===== config.mk =====
export PLATFORM = sky130hd
export DESIGN_NAME = request_scheduler
export DESIGN_NICKNAME = d
export VERILOG_FILES = /design/src/rtl/request_pkg.sv /design/src/rtl/request_latch.sv /design/src/rtl/request_scheduler.sv
export SDC_FILE = /design/constraint.sdc
export NUM_CORES = 1
export LEC_CHECK = 0
export BUFFER_PORTS_ARGS = -buffer_cell sky130_fd_sc_hd__buf_2
export CAP_MARGIN = 30
export CORE_UTILIZATION = 49
export DETAILED_ROUTE_END_ITERATION = 12
export PLACE_DENSITY_LB_ADDON = 0.2
export SLEW_MARGIN = 40
export SYNTH_ARGS = -nofsm -noshare
export SYNTH_HDL_FRONTEND = slang
export SYNTH_SLANG_ARGS = --single-unit
export TNS_END_PERCENT = 50

===== constraint.sdc =====
create_clock -name clk -period 2.3 [get_ports clk]
set_clock_uncertainty 0.05 [all_clocks]
set_input_delay 0.46 -clock clk [delete_from_list [all_inputs] [get_ports clk]]
set_output_delay 0.46 -clock clk [all_outputs]
set_load 0.1 [all_outputs]

===== src/rtl/request_pkg.sv =====
// request_pkg
// Shared definitions for the request scheduler:
//   - state_t   : scheduler FSM states (IDLE, UP, DOWN, DOOR) and their encoding
//   - DEFAULT_N_FLOORS : default building height
//   - floor_vec_t      : widest floor vector the helpers accept (MAX_FLOORS bits)
//   - above_mask / below_mask : floors strictly above / below a one-hot floor
//   - is_onehot        : exactly one bit set
// Helpers work on MAX_FLOORS-wide vectors; callers zero-extend their
// N_FLOORS-wide vectors on the way in and truncate the result on the way out.
package request_pkg;

    localparam int DEFAULT_N_FLOORS = 6;
    localparam int MAX_FLOORS       = 32;

    typedef enum logic [1:0] {
        IDLE = 2'd0,
        UP   = 2'd1,
        DOWN = 2'd2,
        DOOR = 2'd3
    } state_t;

    typedef logic [MAX_FLOORS-1:0] floor_vec_t;

    // Bit i is set when the one-hot floor f sits below floor i.
    function automatic floor_vec_t above_mask(input floor_vec_t f);
        floor_vec_t m;
        logic       seen;
        m    = '0;
        seen = 1'b0;
        for (int i = 0; i < MAX_FLOORS; i++) begin
            m[i] = seen;
            seen = seen | f[i];
        end
        return m;
    endfunction

    // Bit i is set when the one-hot floor f sits above floor i.
    function automatic floor_vec_t below_mask(input floor_vec_t f);
        floor_vec_t m;
        logic       seen;
        m    = '0;
        seen = 1'b0;
        for (int i = MAX_FLOORS - 1; i >= 0; i--) begin
            m[i] = seen;
            seen = seen | f[i];
        end
        return m;
    endfunction

    function automatic logic is_onehot(input floor_vec_t f);
        return (f != '0) && ((f & (f - floor_vec_t'(1))) == '0);
    endfunction

endpackage


===== src/rtl/request_latch.sv =====
// request_latch
// Persistent request register for one request class (cab, hall-up or
// hall-down). A bit is set by its button and held until cleared.
//   clk, rst  : clock, asynchronous active-high reset
//   set_bits  : button inputs (level or pulse)
//   clr_bits  : floors served this cycle
//   pend      : latched requests
// KEEP masks floors whose button does not exist for this class (top-floor
// up, ground-floor down); those bits never latch. Clear beats a same-edge set.
module request_latch
    import request_pkg::*;
#(
    parameter int           N    = DEFAULT_N_FLOORS,
    parameter logic [N-1:0] KEEP = '1
) (
    input  logic         clk,
    input  logic         rst,
    input  logic [N-1:0] set_bits,
    input  logic [N-1:0] clr_bits,
    output logic [N-1:0] pend
);

    always_ff @(posedge clk or posedge rst) begin
        if (rst) begin
            pend <= '0;
        end else begin
            pend <= (pend | set_bits) & ~clr_bits & KEEP;
        end
    end

endmodule


===== src/rtl/request_scheduler.sv =====
// request_scheduler
// Latches cab and hall requests and runs a direction-preserving (collective)
// scheduler that drives the motor and door commands.
//   clk, rst            : clock, asynchronous active-high reset
//   cur_floor           : one-hot car position, meaningful while floor_valid=1
//   floor_valid         : car is level at cur_floor and may stop
//   req_in / up / down  : cab / hall-up / hall-down buttons
//   open_bt, close_bt   : door buttons
//   door_done           : one-cycle pulse, door has closed again
//   pend_in/up/down     : latched request vectors
//   motor_up/motor_down : motor commands (mutually exclusive)
//   door_open           : hold the door open
//   door_close          : close_bt delayed one cycle
//   dir_up              : service direction (1 = up)
//   floor_err           : cur_floor not one-hot while floor_valid=1
//   state_dbg           : current FSM state (state_t encoding)
// Optional feature macro: REQ_PARK_EN enables parking at floor 0 after
// PARK_CYCLES idle cycles with nothing pending.
// All outputs come straight from flops.
module request_scheduler
    import request_pkg::*;
#(
    parameter int N_FLOORS    = DEFAULT_N_FLOORS,
    parameter int PARK_CYCLES = 1000
) (
    input  logic                clk,
    input  logic                rst,
    input  logic [N_FLOORS-1:0] cur_floor,
    input  logic                floor_valid,
    input  logic [N_FLOORS-1:0] req_in,
    input  logic [N_FLOORS-1:0] up,
    input  logic [N_FLOORS-1:0] down,
    input  logic                open_bt,
    input  logic                close_bt,
    input  logic                door_done,
    output logic [N_FLOORS-1:0] pend_in,
    output logic [N_FLOORS-1:0] pend_up,
    output logic [N_FLOORS-1:0] pend_down,
    output logic                motor_up,
    output logic                motor_down,
    output logic                door_open,
    output logic                door_close,
    output logic                dir_up,
    output logic                floor_err,
    output logic [1:0]          state_dbg
);

    localparam logic [N_FLOORS-1:0] ALL_FLOORS = '1;
    localparam logic [N_FLOORS-1:0] UP_KEEP    = ALL_FLOORS >> 1;  // no up button at the top
    localparam logic [N_FLOORS-1:0] DOWN_KEEP  = ALL_FLOORS << 1;  // no down button at the ground

    state_t state, state_d;
    logic   dir_d;
    logic   flip_clr;

    logic [N_FLOORS-1:0] pos_q;      // last floor the car was seen level at
    logic [N_FLOORS-1:0] here;
    logic [N_FLOORS-1:0] pend_all;
    logic [N_FLOORS-1:0] above_m, below_m;
    logic [N_FLOORS-1:0] clr_in, clr_up, clr_down;
    logic                cur_ok, err_c;
    logic                any_above, any_below, any_here, any_pend;
    logic                at_top, at_bot;
    logic                stop_up, stop_down;

    // ---------------------------------------------------------------
    // Position and request summaries
    // ---------------------------------------------------------------
    assign cur_ok = is_onehot(floor_vec_t'(cur_floor));
    assign err_c  = floor_valid & ~cur_ok;

    // Between floors the last level position still defines above/below,
    // so an idle car that is not level keeps a sensible reference.
    assign here = (floor_valid && cur_ok) ? cur_floor : pos_q;

    assign above_m = N_FLOORS'(above_mask(floor_vec_t'(here)));
    assign below_m = N_FLOORS'(below_mask(floor_vec_t'(here)));

    assign pend_all  = pend_in | pend_up | pend_down;
    assign any_above = |(pend_all & above_m);
    assign any_below = |(pend_all & below_m);
    assign any_here  = |(pend_all & here);
    assign any_pend  = |pend_all;
    assign at_top    = here[N_FLOORS-1];
    assign at_bot    = here[0];

    // Collective stopping: only stop for hall calls in the travel direction,
    // or when nothing lies further ahead.
    assign stop_up   = (|(here & (pend_in | pend_up)))   || !any_above;
    assign stop_down = (|(here & (pend_in | pend_down))) || !any_below;

`ifdef REQ_PARK_EN
    localparam int PW = $clog2(PARK_CYCLES + 1);

    logic [PW-1:0] park_cnt;
    logic          park_q, park_d, park_hit;

    assign park_hit = (park_cnt == PW'(PARK_CYCLES - 1));

    always_ff @(posedge clk or posedge rst) begin
        if (rst) begin
            park_cnt <= '0;
            park_q   <= 1'b0;
        end else begin
            park_q <= park_d;
            if ((state != IDLE) || (state_d != state) || any_pend) begin
                park_cnt <= '0;
            end else if (!park_hit) begin
                park_cnt <= park_cnt + 1'b1;
            end
        end
    end
`else
    // Parking is compiled out; the parameter is kept for a uniform interface.
    logic park_unused;
    assign park_unused = (PARK_CYCLES > 0);
`endif

    // ---------------------------------------------------------------
    // Scheduler FSM: next state
    // ---------------------------------------------------------------
    always_comb begin
        state_d  = state;
        dir_d    = dir_up;
        flip_clr = 1'b0;
`ifdef REQ_PARK_EN
        park_d   = park_q;
`endif
        if (err_c) begin
            state_d = IDLE;
`ifdef REQ_PARK_EN
            park_d  = 1'b0;
`endif
        end else begin
            case (state)
                IDLE: begin
                    if (floor_valid && (any_here || open_bt)) begin
                        state_d = DOOR;
                    end else if (any_above) begin
                        state_d = UP;
                        dir_d   = 1'b1;
                    end else if (any_below) begin
                        state_d = DOWN;
                        dir_d   = 1'b0;
                    end
`ifdef REQ_PARK_EN
                    else if (park_hit && !at_bot) begin
                        state_d = DOWN;
                        dir_d   = 1'b0;
                        park_d  = 1'b1;
                    end
`endif
                end
                UP: begin
                    if (floor_valid && stop_up) begin
                        state_d = DOOR;
                    end
                end
                DOWN: begin
`ifdef REQ_PARK_EN
                    // Parking run: no real target, so the normal stop rule
                    // would fire immediately; only floor 0 or a new request
                    // ends it, and never with the door opening.
                    if (park_q) begin
                        if (any_pend || (floor_valid && at_bot)) begin
                            state_d = IDLE;
                            park_d  = 1'b0;
                        end
                    end else
`endif
                    if (floor_valid && stop_down) begin
                        state_d = DOOR;
                    end
                end
                DOOR: begin
                    if (door_done) begin
                        if (dir_up ? any_above : any_below) begin
                            state_d = dir_up ? UP : DOWN;
                        end else if (dir_up ? |(here & pend_down) : |(here & pend_up)) begin
                            // Serve the opposite hall call here with a second
                            // door cycle before turning around.
                            dir_d    = ~dir_up;
                            flip_clr = 1'b1;
                        end else if (dir_up ? any_below : any_above) begin
                            dir_d   = ~dir_up;
                            state_d = dir_up ? DOWN : UP;
                        end else begin
                            state_d = IDLE;
                        end
                    end
                end
                default: state_d = IDLE;
            endcase
        end
    end

    // ---------------------------------------------------------------
    // Request clearing while the door is open at the current floor
    // ---------------------------------------------------------------
    always_comb begin
        clr_in   = '0;
        clr_up   = '0;
        clr_down = '0;
        if ((state == DOOR) && !err_c) begin
            clr_in = here;
            if (dir_up || at_bot || (flip_clr && !dir_up)) begin
                clr_up = here;
            end
            if (!dir_up || at_top || (flip_clr && dir_up)) begin
                clr_down = here;
            end
        end
    end

    request_latch #(.N(N_FLOORS), .KEEP(ALL_FLOORS)) u_latch_in (
        .clk      (clk),
        .rst      (rst),
        .set_bits (req_in),
        .clr_bits (clr_in),
        .pend     (pend_in)
    );

    request_latch #(.N(N_FLOORS), .KEEP(UP_KEEP)) u_latch_up (
        .clk      (clk),
        .rst      (rst),
        .set_bits (up),
        .clr_bits (clr_up),
        .pend     (pend_up)
    );

    request_latch #(.N(N_FLOORS), .KEEP(DOWN_KEEP)) u_latch_down (
        .clk      (clk),
        .rst      (rst),
        .set_bits (down),
        .clr_bits (clr_down),
        .pend     (pend_down)
    );

    // ---------------------------------------------------------------
    // State and registered outputs. Outputs decode the next state so
    // they line up with the state register without an extra cycle.
    // ---------------------------------------------------------------
    always_ff @(posedge clk or posedge rst) begin
        if (rst) begin
            state      <= IDLE;
            dir_up     <= 1'b1;
            motor_up   <= 1'b0;
            motor_down <= 1'b0;
            door_open  <= 1'b0;
            door_close <= 1'b0;
            floor_err  <= 1'b0;
            pos_q      <= N_FLOORS'(1);
        end else begin
            state      <= state_d;
            dir_up     <= dir_d;
            motor_up   <= (state_d == UP);
            motor_down <= (state_d == DOWN);
            door_open  <= (state_d == DOOR);
            door_close <= close_bt;
            floor_err  <= err_c;
            if (floor_valid && cur_ok) begin
                pos_q <= cur_floor;
            end
        end
    end

    assign state_dbg = state;

endmodule


; ---- Word level (Yosys, flattened, before mapping)
; Index checks and enable logic that the tools add are counted.
[totals]
word_cells = 121
output_inout_bits = 26
inputBits = 30
regBits = 30
[classes]
eq_ne = 11
n_mux = 35
reduce_logical = 31
addsub = 1
n_bitwise = 32
[ops]
columns = operator, count
row1 = 6-bit bitwise AND, 7
row2 = 6-bit OR reduction, 7
row3 = 6-bit by 32-bit bitwise AND with 32-bit output, 1
row4 = 32-bit zero test, 1
row5 = 2-bit two-way mux, 12
row6 = 6-bit two-way mux, 4
row7 = 6-bit OR, 4
row8 = 1-bit two-way mux, 15
row9 = 6-bit by 5-bit bitwise AND with 6-bit output, 2
row10 = 6-bit inverter, 2
row11 = 5-bit two-way mux, 2
row12 = 2-bit equality test (second input constant), 4
row13 = 1-bit logical AND, 8
row14 = 1-bit OR, 8
row15 = 2-bit case mux with 4 select lines, 1
row16 = 1-bit logical OR, 7
row17 = 7-bit AND reduction, 1
row18 = 6-bit by 1-bit subtractor with 7-bit output (second input constant), 1
row19 = 2-bit != test (second input constant), 3
row20 = 3-bit != test (second input constant), 2
row21 = 6-bit by 5-bit OR with 6-bit output, 1
row22 = 6-bit nonzero test, 1
row23 = 5-bit bitwise AND, 1
row24 = 5-bit inverter, 1
row25 = other kinds (8), 14

; ---- Longest topological paths before layout
; Gate-level depths: netlist (run 1).
[depth]
ltp_word = 23
ltp_mapped = 13

; ---- Modules after synthesis
; From an unflattened synthesis (run 1), not the netlist that was laid out.
[hier_totals]
cells_unflattened = 267
hier_area_um2 = 2417.3
[by_module_without_submodules]
columns = mod, area_each_um2, n_inst, cells_per_inst
row1 = request_scheduler, 1823.0, 1, 228
row2 = request_latch (u_latch_down ...), 190.2, 2, 13
row3 = request_latch (u_latch_in), 214.0, 1, 13

; ---- Least setup slack after synthesis (run 1)
; Ideal clock, no wire load.
[synth_path]
path_kind = input to register
startpoint = in cur_floor[4]
endpoint = reg door_open
stages = 13
arrival_ns = 2.804
setup_slack_ns = -0.673
path_buffers = 2
setup_time_ns = 0.119
path_cell_list = buf_4 or4_4 buf_6 a21oi_4 nor2_4 a21oi_4 inv_2 a22oi_4 a22oi_1 o2bb2ai_1 o2bb2ai_1 or3_1 and2_1
[synth_between]
elab_chain_cells = 20
word_cells_on_any_way = 54
cone_classes = 1 x add/sub / 1 x eq/ne / 15 x mux / 18 x bitwise / 19 x reduce/logical
[synth_rtl]
columns = item, line_no
row1 = start: declaration, request_scheduler.sv:28  ; input logic [N_FLOORS-1:0] cur_floor,
row2 = 6-bit by 1-bit subtractor with 7-bit output, request_pkg.sv:51  ; return (f != '0) && ((f & (f - floor_vec_t'(1))) == '0);
row3 = 6-bit by 32-bit bitwise AND with 32-bit output, request_pkg.sv:51
row4 = 32-bit zero test, request_pkg.sv:51
row5 = 1-bit logical AND *, request_pkg.sv:51
row6 = 1-bit logical AND *, request_scheduler.sv:74  ; assign here = (floor_valid && cur_ok) ? cur_floor : pos_q;
row7 = 6-bit two-way mux *, -
row8 = named net below_m[4], request_scheduler.sv:59  ; logic [N_FLOORS-1:0] above_m, below_m;
row9 = 1-bit OR (4 in a row), request_pkg.sv:45  ; seen = seen | f[i];
row10 = (+2 left out), -
row11 = 1-bit two-way mux, request_scheduler.sv:184  ; end else if (dir_up ? any_below : any_above) begin
row12 = 2-bit two-way mux, request_scheduler.sv:184
row13 = 2-bit two-way mux, request_scheduler.sv:179  ; end else if (dir_up ? |(here & pend_down) : |(here & pend_up)) begin
row14 = 2-bit two-way mux, request_scheduler.sv:177  ; if (dir_up ? any_above : any_below) begin
row15 = 2-bit two-way mux, request_scheduler.sv:176  ; if (door_done) begin
row16 = 2-bit case mux with 4 select lines *, request_scheduler.sv:135  ; case (state)
row17 = 2-bit two-way mux *, request_scheduler.sv:129  ; if (err_c) begin
row18 = 2-bit equality test *, request_scheduler.sv:258  ; door_open <= (state_d == DOOR);
row19 = end signal: assignment, request_scheduler.sv:258
row20 = end: declaration, request_scheduler.sv:41  ; output logic door_open,
; The timed path passes the listed nets; every way through them passes the cells marked *.
; A chain may end at the register's enable or synchronous reset.

; ---- Worst setup path in the final report (run 1)
[layout_path]
startpoint = in cur_floor[1]
endpoint = reg u_latch_down.pend[4]
[layout_between]
elab_chain_cells = 23
word_cells_on_any_way = 41
cone_classes = 1 x add/sub / 10 x mux / 17 x bitwise / 13 x reduce/logical
[layout_rtl]
columns = item, line_no
row1 = 6-bit by 1-bit subtractor with 7-bit output, request_pkg.sv:51
row2 = 6-bit by 32-bit bitwise AND with 32-bit output, request_pkg.sv:51
row3 = 32-bit zero test, request_pkg.sv:51
row4 = 1-bit logical AND, request_pkg.sv:51
row5 = 1-bit logical AND, request_scheduler.sv:74
row6 = 6-bit two-way mux, -
row7 = 1-bit OR (on tied branches) (4 in a row), "request_pkg.sv:45, request_pkg.sv:32"
row8 = 6-bit by 5-bit bitwise AND with 6-bit output or 6-bit bitwise AND (tied branches), "request_scheduler.sv:81, request_scheduler.sv:80"
row9 = (+4 left out), -
row10 = 1-bit two-way mux, request_scheduler.sv:135
row11 = 1-bit two-way mux, request_scheduler.sv:129
row12 = 1-bit logical AND, request_scheduler.sv:209  ; if (!dir_up || at_top || (flip_clr && dir_up)) begin
row13 = 1-bit logical OR, request_scheduler.sv:209
row14 = 6-bit two-way mux, request_scheduler.sv:209
row15 = 6-bit two-way mux *, request_scheduler.sv:204  ; if ((state == DOOR) && !err_c) begin
row16 = 6-bit inverter *, request_latch.sv:27  ; pend <= (pend | set_bits) & ~clr_bits & KEEP;
row17 = 6-bit bitwise AND *, request_latch.sv:27
row18 = end signal: assignment, request_latch.sv:27
row19 = end: declaration, request_latch.sv:20  ; output logic [N-1:0] pend
; Every way passes the cells marked *; elsewhere a longest branch is shown, timed or not.

==> results of run 1 <==
==> layer usage <==
metal  GRT usage [%]  up-vias
li1                -     1287
met1            45.3     1335
met2            55.7      150
met3            5.92       17
met4            10.2        0
met5               0        -
==> layout by cell type (no fill, tap or decap), types with 3 or more instances in the layout <==
| cell type | instances |
|---|---|
| o21ai_0 | 16 |
| nor2b_2 | 3 |
| o211ai_1 | 6 |
| nand2_1 | 13 |
| clkbuf_8 | 5 |
| nand3_1 | 10 |
| buf_6 | 3 |
| dfrtp_1 | 28 |
| inv_1 | 10 |
| a22oi_1 | 5 |
| a21oi_1 | 11 |
| buf_4 | 86 |
| inv_2 | 4 |
| a21oi_2 | 9 |
| nor3_1 | 8 |
| ha_1 | 4 |
| o21ai_1 | 5 |
| nor3_2 | 3 |
| nand2b_1 | 3 |
| nand3b_1 | 3 |
| nor2_1 | 38 |
| or3_1 | 3 |
| nor2b_1 | 5 |
| buf_2 | 48 |
| a21o_1 | 3 |
==> worst paths after layout <==
| kind | start | to | slack, ns | cells past startpoint |
|---|---|---|---|---|
| max | cur_floor[1] | u_latch_down.pend[4] | -0.50 | 13 |
| min | rst | u_latch_up.pend[2] | 0.20 | 3 |
| max reg2reg | pos_q[0] | door_open | -0.26 | 10 |
| max in group asynchronous | rst | pos_q[0] | 1.68 | 3 |
| min reg2reg | u_latch_in.pend[1] | u_latch_in.pend[1] | 0.53 | 2 |
| min in group clk | close_bt | door_close | 0.22 | 1 |
==> kinds of logic (layout without fill, tap and decap cells) <==
family | Yosys count | after routing | synth area share [%]
AOI/OAI and AO/OA | 96 | 96 | 32.3
and+or+nand+nor | 114 | 114 | 25.4
muxes | 1 | 1 | 0.489
adders and majority gates | 4 | 4 | 2.18
buffers and inverters | 26 | 160 | 5.55
DFF | 30 | 30 | 32.7
other | 1 | 2 | 0.163
xor gates and xnor gates | 3 | 3 | 1.14
==> layout make-up <==
class / count / area [um2] / area share, %
flip-flops and latches: 30 / 753 / 21.5
repair buffers: 138 / 935 / 26.7
multi-input cells: 220 / 1610 / 45.9
well taps: 52 / 65.1 / 1.86
inverters: 14 / 52.6 / 1.50
clock buffers: 5 / 68.8 / 1.96
clock inverters: 3 / 21.3 / 0.607
==> flip-flops by register name, indices dropped and copies added (netlist names) <==
signal             flops
pos_q                  6
u_latch_in.pend        6
u_latch_down.pend      5
u_latch_up.pend        5
state_dbg              2
dir_up                 1
door_close             1
door_open              1
floor_err              1
motor_down             1
motor_up               1
==> critical path, delay by kind of cell <==
kind                   cells  cell delay, ns
AOI/OAI and AO/OA          6            0.99
and+or+nand+nor            3            0.97
buffers and inverters      4            0.50
==> cells in the mapped netlist (3+ instances only) <==
| library cell | n | area (um2) |
|---|---|---|
| nand2_1 | 14 | 52.6 |
| nand2b_1 | 3 | 18.8 |
| nor3b_1 | 3 | 22.5 |
| dfrtp_1 | 28 | 701 |
| xor2_1 | 3 | 26.3 |
| a22oi_1 | 6 | 45.0 |
| nand3_1 | 10 | 50.1 |
| nor2_1 | 40 | 150 |
| a21o_1 | 4 | 30.0 |
| or3_1 | 4 | 25.0 |
| ha_1 | 4 | 50.1 |
| inv_2 | 3 | 11.3 |
| o2bb2ai_1 | 3 | 26.3 |
| o211ai_1 | 6 | 45.0 |
| and3_1 | 3 | 18.8 |
| inv_1 | 11 | 41.3 |
| nand3b_1 | 3 | 22.5 |
| nor2b_1 | 8 | 50.1 |
| a21oi_1 | 20 | 100 |
| o21ai_0 | 19 | 95.1 |
| buf_4 | 3 | 22.5 |
| nor3_1 | 13 | 65.1 |
| clkbuf_1 | 4 | 15.0 |
==> timing repair <==
item	CTS	global route
setup buffers	1	8
gates resized for setup	13	29
pin swaps	10	16
endpoints found under the setup margin	14	18
==> through the flow <==
stage | hold slack [ns] | instances | area [um2] | worst slack, ns
2_1_floorplan | 0.441 | 276 | 2370 | -0.600
3_3_place_gp | 0.497 | 445 | 3180 | -0.753
3_5_place_dp | 0.507 | 445 | 3180 | -0.782
4_1_cts | 0.213 | 454 | 3320 | -0.425
5_1_grt | 0.215 | 462 | 3500 | -0.568
6_report | 0.198 | 462 | 3500 | -0.498
==> power breakdown <==
group	internal [mW]	switching, mW	leakage (nW)
Clock	0.212	0.224	0.0441
Sequential	0.622	0.104	0.315
Combinational	0.527	1.14	1.14
==> flow_metrics.tcl, run 1 <==
set metrics [dict create \
    cts_root_buf "clkbuf_8" \
    dieHeight_um 70.5 \
    crit_chain "buf_8, or4_4, a21oi_4, buf_6, a221oi_2, nand2_1, a22oi_4, a22oi_2, and4b_1, inv_2, o211ai_1, buf_4, a21oi_2" \
    coreArea_um2 4440 \
    antenna_cells 0 \
    grt-ovfl-total 0 \
    tightestPinTransition_ns 0.553 \
    antenna_found_initial 0 \
    synth_edf_count 0 \
    max_freq_ghz 0.357 \
    ys_seq_elements 30 \
    wirelength_um 8010 \
    fillers 302 \
    slew_violations 0 \
    slowest_delay_ns 0.60 \
    status "finished with violations" \
    track_usage_pct 33.7 \
    cp_max_fo 7 \
    drive_above_1_share_pct 50.0 \
    portBuffers 51 \
    syn-cell-area_um2 2300 \
    clk_path_buf_depth 2 \
    power_mw 2.83 \
    setup.worst_path.class "primary input to register" \
    cp.required_ns 2.42 \
    wl_met1_um 3400 \
    drt-wirelength-per-cell_um 17.3 \
    failed_checks "DRC, setup timing" \
    hold_buffers 0 \
    ys_types 67 \
    grt_pass1_wl_um 12800 \
    cts.sinks 30 \
    period_minus_slack_ns 2.80 \
    grt_pass1_vias 2612 \
    yosys_warnings 0 \
    ant_nets 0 \
    tns_ns -6.21 \
    worst_setup_path_end_kind "register" \
    post_synth.cell_area_avg_um2 8.37 \
    initial_core_util_pct 51.8 \
    cts_tree "yes" \
    syn_inst 275 \
    dieArea_um2 4970 \
    post-route-util_pct 78.8 \
    synth_ff_type "dfrtp_1" \
    crit_path_start_kind "primary input" \
    max_slew_margin_pct 62.8 \
    arrival_ns 2.92 \
    ir_drop_v 0.000819 \
    clkTransAtPathRegs_ns 0.07 \
    drtPass1Iterations 9 \
    postSynth.asyncResetShare_pct 100 \
    htree_levels 2 \
    setup_ws_ns -0.498 \
    vias 2789 \
    row_count 24 \
    nets 443 \
    insertion_delay_ns 0.29 \
    hold_viol 0 \
    hold_class "primary input to asynchronous set/reset pin" \
    slowest_stage "or4_4" \
    cap_viol_max_count 0 \
    wl_met3_um 635 \
    ios 56 \
    die_x_um 70.5 \
    setup_violations 14 \
    seq_area_frac_synth_pct 32.7 \
    top_layer_used "met4" \
    met2_length_um 3840 \
    avgViaCountPerCell 6.04 \
    numCtsBuffers 5 \
    min_period_over_period_pct 122 \
    pwr_density_cell_nw_per_um2 807 \
    drc 4 \
    syn_to_final_growth_pct 52.3 \
    grt_max_degree 31 \
    gp_congestion 0.964 \
    leakage_nw 1.50 \
    drtIter0Drc 264 \
    rsz0062_at_grt "yes" \
    dp_hpwl_um 6090 \
]
(Power assumes the default switching activity.)
==> run 2, diff against run 1 <==
- RECOVER_POWER: default -> 50
==> run 2 against run 1 <==
  * Non-clock buffer count stayed put
  * Critical path depth unchanged
  * Core utilization decreased by 0.11 points
  * The run ends with DRC, capacitance limit, slew limit, setup timing left
  * Global-route usage is the same
  * First-iteration DRC count is 1.1% lower
  * Clock power hardly changed
  * Largest power group unchanged
==> flow_metrics.tcl, run 2 (same netlist as run 1, synthesis figures left out) <==
set metrics [dict create \
    setup_violations 14 \
    hold_buffers 0 \
    cap_viol_max_count 1 \
    arrival_ns 2.92 \
    status "finished with violations" \
    die_x_um 70.5 \
    failed_checks "DRC, capacitance limit, slew limit, setup timing" \
    gp_congestion 0.964 \
    period_minus_slack_ns 2.80 \
    cts_root_buf "clkbuf_8" \
    tightestPinTransition_ns 1.63 \
    nets 443 \
    reg2reg_depth 10 \
    max_slew_margin_pct -8.55 \
    min_period_over_period_pct 122 \
    hold_class "primary input to register" \
    antenna_cells 0 \
    grt_pass1_wl_um 12800 \
    insertion_delay_ns 0.29 \
    final_common_cell "buf_4" \
    tns_ns -6.28 \
    grt_pass1_vias 2612 \
    portBuffers 51 \
    grt_max_degree 31 \
    clk_path_buf_depth 2 \
    track_usage_pct 33.7 \
    worst_setup_path_end_kind "register" \
    cp_max_fo 7 \
    grt-ovfl-total 0 \
    coreArea_um2 4440 \
    dieArea_um2 4970 \
    drive_above_1_share_pct 49.5 \
    rsz0062_at_grt "yes" \
    r2r_setup_slack_ns -0.25 \
    final_cell_mix "buf_4, buf_2, nor2_1, dfrtp_1, o21ai_0" \
    syn_to_final_growth_pct 52.0 \
    setup.worst_path.class "primary input to register" \
    row_count 24 \
    hold_viol 0 \
    power_mw 2.82 \
    slew_violations 31 \
    crit_path_start_kind "primary input" \
    timing.rr.end "door_open" \
    dieHeight_um 70.5 \
    max_freq_ghz 0.357 \
    wirelength_um 8000 \
    cts_tree "yes" \
    htree_levels 2 \
    ios 56 \
    clkTransAtPathRegs_ns 0.07 \
    drtPass1Iterations 9 \
    ir_drop_v 0.000870 \
    pwr_density_cell_nw_per_um2 807 \
    worstHoldStart "close_bt" \
    numCtsBuffers 5 \
    avgViaCountPerCell 6.05 \
    holdPathStages 1 \
    leakage_nw 1.49 \
    reg.largest.list "pos_q (6), u_latch_in.pend (6)" \
    cts.sinks 30 \
    drc 4 \
    initial_core_util_pct 51.8 \
    drt-wirelength-per-cell_um 17.3 \
    cp.required_ns 2.42 \
    dp_hpwl_um 6090 \
    holdPathEnd "door_close" \
    antenna_found_initial 0 \
    r2r_start "pos_q[0]" \
    ant_nets 0 \
    vias 2795 \
    setup_ws_ns -0.499 \
    drtIter0Drc 261 \
    place_ws_ns -0.782 \
]
run 2: cell count changes in the layout (fill, tap and decap cells not counted):
cell      change
buf_4         -1
buf_2         -1
clkbuf_1      +2
run 2: report_power, final:
group / switching, mW / internal [mW] / total (mW)
Sequential: 0.105 / 0.622 / 0.727
Combinational: 1.14 / 0.524 / 1.66
Clock: 0.222 / 0.212 / 0.434
Total: 1.46 / 1.36 / 2.82
run 2: layer usage:
metal | vias to the layer above | global-route usage [%] | part of all wire [%]
met5 | - | 0 | 0
li1 | 1284 | - | -
met4 | 0 | 10.2 | 1.9
met3 | 18 | 5.92 | 8.0
met2 | 147 | 55.7 | 48
met1 | 1346 | 45.3 | 42
run 2: metrics by stage:
stage	utilization (%)	cell area (um2)	hold WS, ns	cells
after CTS	74.7	3320	0.213	454
after global routing	78.7	3500	0.215	462
after detailed placement	71.6	3180	0.507	445
after global placement	71.6	3180	0.497	445
final	78.7	3500	0.221	462
after floorplan	-	2370	0.441	276
run 2: repair_timing:
action / CTS / global route
resized for setup: 13 / 29
setup endpoints to repair: 14 / 18
buffers inserted: 1 / 8
pin swaps: 10 / 16
run 2: critical path, stage by stage:
cell	delay (ns)
buf_8	0.10
or4_4	0.60
a21oi_4	0.30
buf_6	0.16
a221oi_2	0.04
nand2_1	0.11
a22oi_4	0.08
a22oi_2	0.27
and4b_1	0.26
inv_2	0.04
o211ai_1	0.24
buf_4	0.21
a21oi_2	0.06
run 2: worst max path at each step:
stage                 start                   end  slack (ns)  cells after the start
2_1_floorplan  cur_floor[1]             door_open       -0.60                     11
3_3_place_gp   cur_floor[1]             door_open       -0.75                     11
3_5_place_dp   cur_floor[5]             door_open       -0.78                     11
4_1_cts        cur_floor[1]             door_open       -0.42                     10
5_1_grt        cur_floor[1]    u_latch_up.pend[3]       -0.57                     13
6_report       cur_floor[1]  u_latch_down.pend[4]       -0.50                     13
run 2: cell type report:
class	count	area [um2]
clock buffers	5	68.8
clock inverters	3	21.3
fillers	302	946
inverters	14	52.6
multi-input cells	220	1610
flip-flops and latches	30	753
well taps	52	65.1
repair buffers	138	930
==> run 3, diff against run 2 <==
- CORE_UTILIZATION: 49 -> 54
- MAX_ROUTING_LAYER: default -> met4
- clock period: 2.3 -> 2.9 ns (I/O delays scaled with it)
==> run 3 against run 2 <==
  * The run ends with capacitance limit, slew limit, setup timing left
  * Sequential share of layout area is 1.9 points higher
  * Die area shrank 9.0%
  * Highest routed layer unchanged
  * Register-to-register slack better by 0.62 ns
  * Sequential cell count unchanged
  * Largest power group unchanged
  * Via count fell by 6.5%
  * Clock-buffer cell count is the same
  * First-iteration DRC count fell by 5.7%
  * Global-route usage rose by 0.55 points
  * Final cell count is 7.1% lower
  * Non-clock buffer count is 31 lower
==> flow_metrics.tcl, run 3 (same netlist as run 1, synthesis figures left out) <==
set metrics [dict create \
    leakage_nw 1.37 \
    tightestPinTransition_ns 1.59 \
    reg.largest.list "pos_q (6), u_latch_in.pend (6)" \
    dp_hpwl_um 5360 \
    syn_to_final_growth_pct 39.9 \
    hold_class "primary input to register" \
    wirelength_um 7190 \
    max_freq_ghz 0.343 \
    cp_max_fo 8 \
    hold_ws_ns 0.343 \
    antenna_found_initial 0 \
    clk_path_buf_depth 2 \
    clkTransAtPathRegs_ns 0.07 \
    drtPass1Iterations 5 \
    dieArea_um2 4530 \
    status "finished with violations" \
    grt_pass1_wl_um 11100 \
    comb_power_share_pct 54.9 \
    grt_max_degree 31 \
    postPlaceCellArea_um2 2990 \
    setup.worst_path.class "primary input to register" \
    final_common_cell "buf_4" \
    failed_checks "capacitance limit, slew limit, setup timing" \
    power_frac_clock_pct 16.6 \
    hold_buffers 0 \
    track_usage_pct 34.3 \
    gp_congestion 0.942 \
    internal_power_mw 0.997 \
    dieHeight_um 67.3 \
    pwr-share-seq_pct 28.5 \
    switching_share_pct 52.7 \
    grt-ovfl-total 0 \
    die_x_um 67.3 \
    grt_pass1_vias 2351 \
    setup_violations 1 \
    cap_viol_max_count 1 \
    drt-wirelength-per-cell_um 16.8 \
    final_cell_area_um2 3220 \
    ir_drop_v 0.000543 \
    nets 412 \
    arrival_ns 3.06 \
    coreArea_um2 4060 \
    numCtsBuffers 5 \
    rsz0062_at_grt "yes" \
    avgViaCountPerCell 6.09 \
    drtIter0Drc 246 \
    drive_above_1_share_pct 41.4 \
    antenna_cells 0 \
    vias 2612 \
    row_count 23 \
    ios 56 \
    setup_ws_ns -0.0190 \
    cts_root_buf "clkbuf_8" \
    cts_tree "yes" \
    max_slew_margin_pct -5.69 \
    final_cell_mix "buf_4, buf_2, nor2_1, dfrtp_1" \
    htree_levels 2 \
    worst_setup_path_end_kind "register" \
    portBuffers 51 \
    period_minus_slack_ns 2.92 \
    cp.required_ns 3.04 \
    ant_nets 0 \
    hold_viol 0 \
    slew_violations 31 \
    switching_power_mw 1.11 \
    initial_core_util_pct 56.7 \
    min_period_over_period_pct 101 \
    crit_path_start_kind "primary input" \
    cts.sinks 30 \
    fillers 294 \
    pwr_density_cell_nw_per_um2 655 \
    drc 0 \
    insertion_delay_ns 0.30 \
]
[run 3: stage by stage]
step / TNS [ns] / setup slack, ns / power (mW) / std cells / util (%)
after floorplan: -0.516 / -0.120 / 1.42 / 276 / -
after global placement: -2.57 / -0.267 / 1.68 / 416 / 73.7
after detailed placement: -3.00 / -0.296 / 1.69 / 416 / 73.7
after CTS: 0 / 0.00979 / 2.05 / 424 / 76.1
after global routing: -0.414 / -0.131 / 2.20 / 429 / 79.3
final: -0.0190 / -0.0190 / 2.11 / 429 / 79.3
[run 3: layout make-up]
type | instances | area (um2) | area share, %
Inverter | 14 | 52.6 | 1.63
Timing Repair Buffer | 107 | 719 | 22.4
Sequential cell | 30 | 753 | 23.4
Clock inverter | 3 | 21.3 | 0.661
Multi-Input combinational cell | 220 | 1540 | 47.9
Clock buffer | 5 | 68.8 | 2.14
Tap cell | 50 | 62.6 | 1.94
[run 3: power by group through the flow]
stage          clock, mW  sequential [mW]  combinational, mW
5_1_grt            0.370            0.607               1.22
3_3_place_gp           0            0.593               1.08
4_1_cts            0.354            0.592               1.10
6_report           0.350            0.601               1.16
2_1_floorplan          0             1.01              0.409
3_5_place_dp           0            0.599               1.09
[run 3: repair_timing]
item / in CTS / in global routing
cloned: 0 / 0
setup buffers: 0 / 5
resized for setup: 1 / 23
setup endpoints to repair: 2 / 13
pin swaps: 0 / 6
[run 3: worst max-delay path: stages]
cell	delay, ns
buf_2	0.15
xor2_2	0.17
o211ai_2	0.30
a21boi_4	0.16
buf_4	0.16
nor4_1	0.31
o221ai_2	0.17
and3_4	0.21
o21ai_0	0.20
o2bb2ai_2	0.10
or3_4	0.40
and2_4	0.14
[run 3: path summary, 6_finish.rpt]
path,depth (start not counted),slack [ns],from,end
worst max-delay path,12,-0.02,cur_floor[2],door_open
worst min-delay path,1,0.34,close_bt,door_close
worst max register to register,12,0.37,pos_q[3],u_latch_down.pend[4]
worst min register to register,2,0.54,u_latch_in.pend[5],u_latch_in.pend[5]
max in group asynchronous,3,1.10,rst,u_latch_in.pend[3]
min in group asynchronous,3,0.78,rst,pos_q[3]
[run 3: metal layers]
metal / part of all wire [%] / up-vias / global-route usage, % / routed length, um
li1: - / 1221 / - / -
met1: 42 / 1230 / 46.2 / 3050
met2: 47 / 149 / 51.7 / 3400
met3: 8.4 / 12 / 5.74 / 604
met4: 1.8 / 0 / 12.0 / 127
met5: 0 / - / - / 0
